$ cat src/rtl/ps2_frame_sequencer_pkg.sv
// ps2_frame_sequencer_pkg
//   Shared definitions for the PS/2 receive path:
//   - frame geometry and bit positions,
//   - the E0/F0 prefix codes,
//   - FSM state encodings,
//   - the held-event payload and the frame validity check.
package ps2_frame_sequencer_pkg;

    localparam int unsigned FRAME_BITS   = 11;
    localparam int unsigned FRAME_START  = 0;
    localparam int unsigned FRAME_PARITY = 9;
    localparam int unsigned FRAME_STOP   = 10;
    localparam int unsigned BITCNT_W     = 4;

    localparam logic [7:0] PS2_PREFIX_EXT   = 8'hE0;
    localparam logic [7:0] PS2_PREFIX_BREAK = 8'hF0;

    typedef enum logic [1:0] {
        IDLE  = 2'd0,
        RECV  = 2'd1,
        CHECK = 2'd2
    } state_t;

    // One scancode event as presented to the consumer
    typedef struct packed {
        logic [FRAME_BITS-1:0] frame;
        logic                  is_break;
        logic                  is_extended;
    } ps2_event_t;

    // Start low, stop high, odd parity over data+parity
    function automatic logic frame_ok(input logic [FRAME_BITS-1:0] f);
        return (f[FRAME_START] == 1'b0) &&
               (f[FRAME_STOP] == 1'b1) &&
               ((^f[FRAME_PARITY:1]) == 1'b1);
    endfunction

endpackage

$ cat src/rtl/ps2_sync_edge.sv
// ps2_sync_edge
//   Brings the raw PS/2 clock and data pins into the system clock domain
//   and detects falling edges of the keyboard clock.
//
//   Optional build macro: PS2_GLITCH_FILTER_EN
//     When defined, the synced clock level must hold for FILTER_LEN
//     consecutive cycles before the edge detector sees it.
//
// Ports:
//   clk        in   system clock
//   rst_n      in   asynchronous active-low reset
//   ps2_clk    in   raw keyboard clock (asynchronous)
//   ps2_dat    in   raw keyboard data (asynchronous)
//   fall_pulse out  one-cycle pulse on a synced clock 1->0 transition
//   data_bit   out  synced data, valid to sample with fall_pulse
module ps2_sync_edge
    import ps2_frame_sequencer_pkg::*;
#(
    parameter int unsigned FILTER_LEN = 8
) (
    input  logic clk,
    input  logic rst_n,
    input  logic ps2_clk,
    input  logic ps2_dat,
    output logic fall_pulse,
    output logic data_bit
);

    if (FILTER_LEN == 0) begin : g_bad_filter_len
        $error("FILTER_LEN must be at least 1");
    end

    logic [1:0] clk_sync;
    logic [1:0] dat_sync;
    logic       clk_level;
    logic       clk_prev;

    // Two-flop synchronisers
    always_ff @(posedge clk or negedge rst_n) begin
        if (!rst_n) begin
            clk_sync <= '0;
            dat_sync <= '0;
        end else begin
            clk_sync <= {clk_sync[0], ps2_clk};
            dat_sync <= {dat_sync[0], ps2_dat};
        end
    end

`ifdef PS2_GLITCH_FILTER_EN
    localparam int unsigned FILT_W = $clog2(FILTER_LEN + 1);

    logic [FILT_W-1:0] filt_cnt;
    logic              filt_level;

    // Accept a new clock level only after it has held FILTER_LEN cycles.
    // Data is not delayed: PS/2 data is stable for most of the low phase,
    // far longer than the filter delay.
    always_ff @(posedge clk or negedge rst_n) begin
        if (!rst_n) begin
            filt_cnt   <= '0;
            filt_level <= 1'b0;
        end else if (clk_sync[1] == filt_level) begin
            filt_cnt <= '0;
        end else if (filt_cnt == FILT_W'(FILTER_LEN - 1)) begin
            filt_level <= clk_sync[1];
            filt_cnt   <= '0;
        end else begin
            filt_cnt <= filt_cnt + FILT_W'(1);
        end
    end

    assign clk_level = filt_level;
`else
    assign clk_level = clk_sync[1];
`endif

    // Previous level for edge detection
    always_ff @(posedge clk or negedge rst_n) begin
        if (!rst_n) begin
            clk_prev <= 1'b0;
        end else begin
            clk_prev <= clk_level;
        end
    end

    assign fall_pulse = clk_prev & ~clk_level;
    assign data_bit   = dat_sync[1];

endmodule

$ cat src/rtl/ps2_frame_sequencer.sv
// ps2_frame_sequencer
//   PS/2 keyboard receive controller.
//   - Captures 11-bit frames and validates start, parity and stop.
//   - Folds E0/F0 prefixes into flags.
//   - Holds one scancode event at a time behind a valid/ack handshake.
//
//   Optional build macro: PS2_GLITCH_FILTER_EN (clock glitch filter,
//   FILTER_LEN cycles, implemented in ps2_sync_edge).
//
// Ports:
//   CLOCK_50    in   system clock
//   resetn      in   asynchronous active-low reset
//   PS2_CLK     in   raw keyboard clock
//   PS2_DAT     in   raw keyboard data
//   code_ack    in   consumer accepts the held event
//   code_valid  out  event held on the outputs
//   frame       out  last accepted frame (start, data LSB-first, parity, stop)
//   scancode    out  frame[8:1]
//   is_break    out  F0 preceded this code
//   is_extended out  E0 preceded this code
//   frame_err   out  one-cycle pulse on a bad frame or timeout
//   overrun     out  sticky, set when an event was dropped
module ps2_frame_sequencer
    import ps2_frame_sequencer_pkg::*;
#(
    parameter int unsigned TIMEOUT_CYCLES = 50000,
    parameter int unsigned FILTER_LEN     = 8
) (
    input  logic        CLOCK_50,
    input  logic        resetn,
    input  logic        PS2_CLK,
    input  logic        PS2_DAT,
    input  logic        code_ack,
    output logic        code_valid,
    output logic [10:0] frame,
    output logic [7:0]  scancode,
    output logic        is_break,
    output logic        is_extended,
    output logic        frame_err,
    output logic        overrun
);

    localparam int unsigned TMO_W = $clog2(TIMEOUT_CYCLES + 1);

    logic fall_pulse;
    logic data_bit;

    ps2_sync_edge #(
        .FILTER_LEN (FILTER_LEN)
    ) u_sync_edge (
        .clk        (CLOCK_50),
        .rst_n      (resetn),
        .ps2_clk    (PS2_CLK),
        .ps2_dat    (PS2_DAT),
        .fall_pulse (fall_pulse),
        .data_bit   (data_bit)
    );

    state_t                state_q,   state_d;
    logic [BITCNT_W-1:0]   bitcnt_q,  bitcnt_d;
    logic [TMO_W-1:0]      tmo_q,     tmo_d;
    logic [FRAME_BITS-1:0] shreg_q,   shreg_d;
    logic                  ext_q,     ext_d;
    logic                  brk_q,     brk_d;
    ps2_event_t            evt_q,     evt_d;
    logic                  valid_q,   valid_d;
    logic                  err_q,     err_d;
    logic                  overrun_q, overrun_d;

    // State and datapath registers
    always_ff @(posedge CLOCK_50 or negedge resetn) begin
        if (!resetn) begin
            state_q   <= IDLE;
            bitcnt_q  <= '0;
            tmo_q     <= '0;
            shreg_q   <= '0;
            ext_q     <= 1'b0;
            brk_q     <= 1'b0;
            evt_q     <= '0;
            valid_q   <= 1'b0;
            err_q     <= 1'b0;
            overrun_q <= 1'b0;
        end else begin
            state_q   <= state_d;
            bitcnt_q  <= bitcnt_d;
            tmo_q     <= tmo_d;
            shreg_q   <= shreg_d;
            ext_q     <= ext_d;
            brk_q     <= brk_d;
            evt_q     <= evt_d;
            valid_q   <= valid_d;
            err_q     <= err_d;
            overrun_q <= overrun_d;
        end
    end

    // Next-state and next-output logic
    always_comb begin
        state_d   = state_q;
        bitcnt_d  = bitcnt_q;
        tmo_d     = tmo_q;
        shreg_d   = shreg_q;
        ext_d     = ext_q;
        brk_d     = brk_q;
        evt_d     = evt_q;
        valid_d   = valid_q;
        err_d     = 1'b0;
        overrun_d = overrun_q;

        // Accepted event is released; a delivery below may reload it
        if (valid_q && code_ack) begin
            valid_d = 1'b0;
        end

        unique case (state_q)
            IDLE: begin
                tmo_d = '0;
                if (fall_pulse && !data_bit) begin
                    shreg_d  = {data_bit, shreg_q[FRAME_BITS-1:1]};
                    bitcnt_d = BITCNT_W'(1);
                    state_d  = RECV;
                end
            end

            RECV: begin
                if (fall_pulse) begin
                    // Bits arrive LSB first; shifting right leaves start at [0]
                    shreg_d  = {data_bit, shreg_q[FRAME_BITS-1:1]};
                    bitcnt_d = bitcnt_q + BITCNT_W'(1);
                    tmo_d    = '0;
                    if (bitcnt_q == BITCNT_W'(FRAME_BITS - 1)) begin
                        state_d = CHECK;
                    end
                end else if (tmo_q == TMO_W'(TIMEOUT_CYCLES)) begin
                    err_d    = 1'b1;
                    ext_d    = 1'b0;
                    brk_d    = 1'b0;
                    bitcnt_d = '0;
                    tmo_d    = '0;
                    state_d  = IDLE;
                end else begin
                    tmo_d = tmo_q + TMO_W'(1);
                end
            end

            CHECK: begin
                state_d  = IDLE;
                bitcnt_d = '0;
                if (!frame_ok(shreg_q)) begin
                    err_d = 1'b1;
                    ext_d = 1'b0;
                    brk_d = 1'b0;
                end else if (shreg_q[8:1] == PS2_PREFIX_EXT) begin
                    ext_d = 1'b1;
                end else if (shreg_q[8:1] == PS2_PREFIX_BREAK) begin
                    brk_d = 1'b1;
                end else begin
                    if (!valid_q || code_ack) begin
                        evt_d.frame       = shreg_q;
                        evt_d.is_break    = brk_q;
                        evt_d.is_extended = ext_q;
                        valid_d           = 1'b1;
                    end else begin
                        overrun_d = 1'b1;
                    end
                    ext_d = 1'b0;
                    brk_d = 1'b0;
                end
            end

            default: begin
                state_d = IDLE;
            end
        endcase
    end

    assign code_valid  = valid_q;
    assign frame       = evt_q.frame;
    assign scancode    = evt_q.frame[8:1];
    assign is_break    = evt_q.is_break;
    assign is_extended = evt_q.is_extended;
    assign frame_err   = err_q;
    assign overrun     = overrun_q;

endmodule

$ cat config.mk
export PLATFORM = sky130hd
export DESIGN_NAME = ps2_frame_sequencer
export DESIGN_NICKNAME = d
export VERILOG_FILES = /design/src/rtl/ps2_frame_sequencer_pkg.sv /design/src/rtl/ps2_sync_edge.sv /design/src/rtl/ps2_frame_sequencer.sv
export SDC_FILE = /design/constraint.sdc
export NUM_CORES = 1
export LEC_CHECK = 0
export BUFFER_PORTS_ARGS = -buffer_cell sky130_fd_sc_hd__clkbuf_2
export CAP_MARGIN = 20
export CORE_MARGIN = 1.5
export CORE_UTILIZATION = 50
export DETAILED_ROUTE_END_ITERATION = 8
export GPL_ROUTABILITY_DRIVEN = 0
export PLACE_DENSITY = 0.81
export SYNTH_ARGS = -nofsm -noshare
export SYNTH_HDL_FRONTEND = slang
export SYNTH_HIERARCHICAL = 1
export SYNTH_SLANG_ARGS = --single-unit
$ cat constraint.sdc
create_clock -name CLOCK_50 -period 5.1 [get_ports CLOCK_50]
set_input_delay 0 -clock CLOCK_50 [delete_from_list [all_inputs] [get_ports CLOCK_50]]
set_output_delay 0 -clock CLOCK_50 [all_outputs]
set_load 0.005 [all_outputs]
==> results_dict.tcl <==
set metrics [dict create \
    outcome "finished clean" \
    path_cells "inv_1, ha_1, xnor3_1, xnor2_1, nand3_1, nor2b_1, buf_4, mux2_2" \
    clkTransAtPathRegs_ns 0.10 \
    startpoint "shreg_q[4]" \
    synth_edf_count 0 \
    die_w_um 77.74 \
    rrSetupSlack_ns 2.41 \
    drt_iter0_drc 116 \
    avgViaCountPerCell 5.546 \
    wl_per_cell_um 14.01 \
    r2r_cells 8 \
    die_h_um 77.74 \
    wirelength_um 5129 \
    cts.path.max_buffers 2 \
    cp_max_fo 8 \
    io_pins 29 \
    cts_tree "yes" \
    diodes 0 \
    stdcell_area_um2 3067 \
    grt_pass1_wl_um 8928 \
    tightestPinTransition_ns 0.8557 \
    grt_start_max_net_pins 57 \
    final.setup_skew_ns 0.005550 \
    layout_common_cells "56 x dfrtp_1, 28 x clkbuf_2, 24 x nand2_1, 21 x o21ai_0, 18 x inv_1" \
    crit_path_end_kind "flop" \
    hpwl_um 3526 \
    drive_gt1_frac 0.2143 \
    fin_nets 312 \
    final.setup.tns_ns 0 \
    cts.sinks 56 \
    route.detailed.drc 0 \
    finalHoldViolations 0 \
    yosysWarnings 6 \
    synth_area_um2 2793 \
    post-cts-setup-buffers 0 \
    placed_area_um2 2940 \
    globalRouteOverflowTotal 0 \
    rows 27 \
    ys_types 47 \
    ys_seq_area_frac 0.5018 \
    insertion_delay_ns 0.32 \
    antenna_found_initial 0 \
    max-slew-margin-rel 0.4274 \
    cp.arrival_ns 2.91 \
    irDropWorstVdd_mv 0.1832 \
    track_usage 0.1877 \
    vias 2030 \
    worstPathRequired_ns 5.32 \
    firstDrtPassIters 4 \
    cts_buffers 5 \
    root_buffer "clkbuf_8" \
    hold_class "in -> reg" \
    final_common_cell "dfrtp_1" \
    endpoint "frame[6]" \
    p_per_area_nw_per_um2 391.3 \
    synth_flop_cell "dfrtp_1" \
    start_util 0.5135 \
    grt_pass1_vias 2001 \
    cts_resized 0 \
    reg2reg_to "frame[6]" \
    io_buffers 28 \
    critPathKind "reg -> reg" \
    synth_seq_cells 56 \
    crit_path_top_delay_cell "nor2b_1" \
    area.growth.synth_to_final_pct 9.812 \
    r2r-start "shreg_q[4]" \
    core_area_um2 5439 \
    slew_violations 0 \
    die-area_um2 6043 \
    syn_avg_cell_area_um2 10.42 \
    max_freq_ghz 0.3717 \
    rsz0062_at_grt "false" \
    max-cap-violations 0 \
    synthArstFlopShare 1.000 \
    nFillCells 454 \
    period_needed_ns 2.691 \
    p_leak_nw 1.457 \
    startpoint_type "flop" \
    fin_crit_sh 0.5276 \
    syn-num-nets 286 \
    detail-route-antenna-nets 0 \
    setup_violations 0 \
    cts-htree-levels 2 \
    synth_cells 268 \
    max_stage_delay_ns 0.47 \
]
[state kept, by name, indices dropped and copies added (netlist names)]
signal,count
bitcnt_q,4
brk_q,1
code_valid,1
ext_q,1
frame,11
frame_err,1
is_break,1
is_extended,1
overrun,1
shreg_q,11
state_q,2
tmo_q,16
u_sync_edge/clk_prev,1
u_sync_edge/clk_sync,2
u_sync_edge/dat_sync,2
[where the power goes]
group	internal (W)	switching (W)
Sequential	0.000500	0.0000576
Clock	0.0000934	0.000147
Combinational	0.000179	0.000223
[metrics by stage]
stage                     cells  power (W)  utilization  hold WS [ns]  setup WS, ns
after floorplan             268  0.0008728            -       -0.2956         2.781
after global placement      354  0.0009471       0.5406        0.1098         2.284
after detailed placement    354  0.0009657       0.5406        0.1113         2.157
after CTS                   364   0.001207       0.5611      0.006450         2.119
after global routing        366   0.001279       0.5638       0.02889         2.221
final                       366   0.001200       0.5638       0.02478         2.409
[final cells by class]
cell class,count,area (µm²),share of cell area
Timing Repair Buffer,34,192.7,0.06283
Clock inverter,2,12.51,0.004080
Clock buffer,5,68.82,0.02244
Tap cell,72,90.09,0.02938
Inverter,18,67.56,0.02203
Multi-Input combinational cell,179,1234,0.4023
Sequential cell,56,1401,0.4570
[cells in the mapped netlist, types with 2 or more instances]
cell      number  area [µm²]
nor2_1        17       63.81
and3_1         7       43.79
or4b_1         2       20.02
xor2_1         3       26.28
dfrtp_1       56        1401
nand3_1       17       85.08
xnor2_1        3       26.28
o21bai_1       2       15.01
buf_2          3       15.01
clkbuf_1       4       15.01
o22ai_1        2       12.51
a22o_1         2       17.52
mux2_2        17       191.4
nor3_1         6       30.03
a211oi_1       2       15.01
nor2b_1        3       18.77
or3_1          2       12.51
a21oi_1        7       35.03
nand4_1        2       12.51
buf_4          8       60.06
inv_1         18       67.56
nand4b_1       2       17.52
o21ai_0       21       105.1
nand2_1       24       90.09
o31ai_1        2       15.01
ha_1          13       162.7
or2_2          3       18.77
[logic make-up (layout without fill, tap and decap cells)]
kind of cell    count (synthesis)  in the layout  share of synthesized area
compound gates                 50             50                     0.1142
xor+xnor                        7              7                    0.02688
fa+ha+maj                      13             13                    0.05825
buf+inv                        33             59                    0.05645
flops                          56             56                     0.5018
mux                            17             17                    0.06855
simple gates                   92             92                     0.1738
[critical path, delay by kind of cell, from the launching register on]
kind | cells | cell delay, ns
xor+xnor | 2 | 0.60
simple gates | 2 | 0.64
buf+inv | 2 | 0.33
fa+ha+maj | 1 | 0.26
mux | 1 | 0.35
flops | 1 | 0.38
[how the worst min path moves through the flow]
stage                     slack [ns]  cells after the start                       to  startpoint
after floorplan                -0.30                      0              bitcnt_q[0]      resetn
after global placement          0.11                      1  u_sync_edge/dat_sync[0]     PS2_DAT
after detailed placement        0.11                      1  u_sync_edge/dat_sync[0]     PS2_DAT
after CTS                      0.006                      3                  overrun    code_ack
after global routing            0.03                      3               code_valid    code_ack
final                           0.02                      3                  overrun    code_ack
[what timing repair did]
item / in CTS / in global routing
hold endpoints to repair: 58 / 0
setup endpoints to repair: 0 / 0
hold buffers: 3 / 0
[routing by layer]
layer  up-vias  track usage  wire, µm
met4         0      0.09273        52
met2        50       0.3087      2508
met1       995       0.2357      2357
li1        980            -         -
met3         5      0.03647       210
met5         -            0         0
No activity file was read; power rests on OpenSTA's default activity.
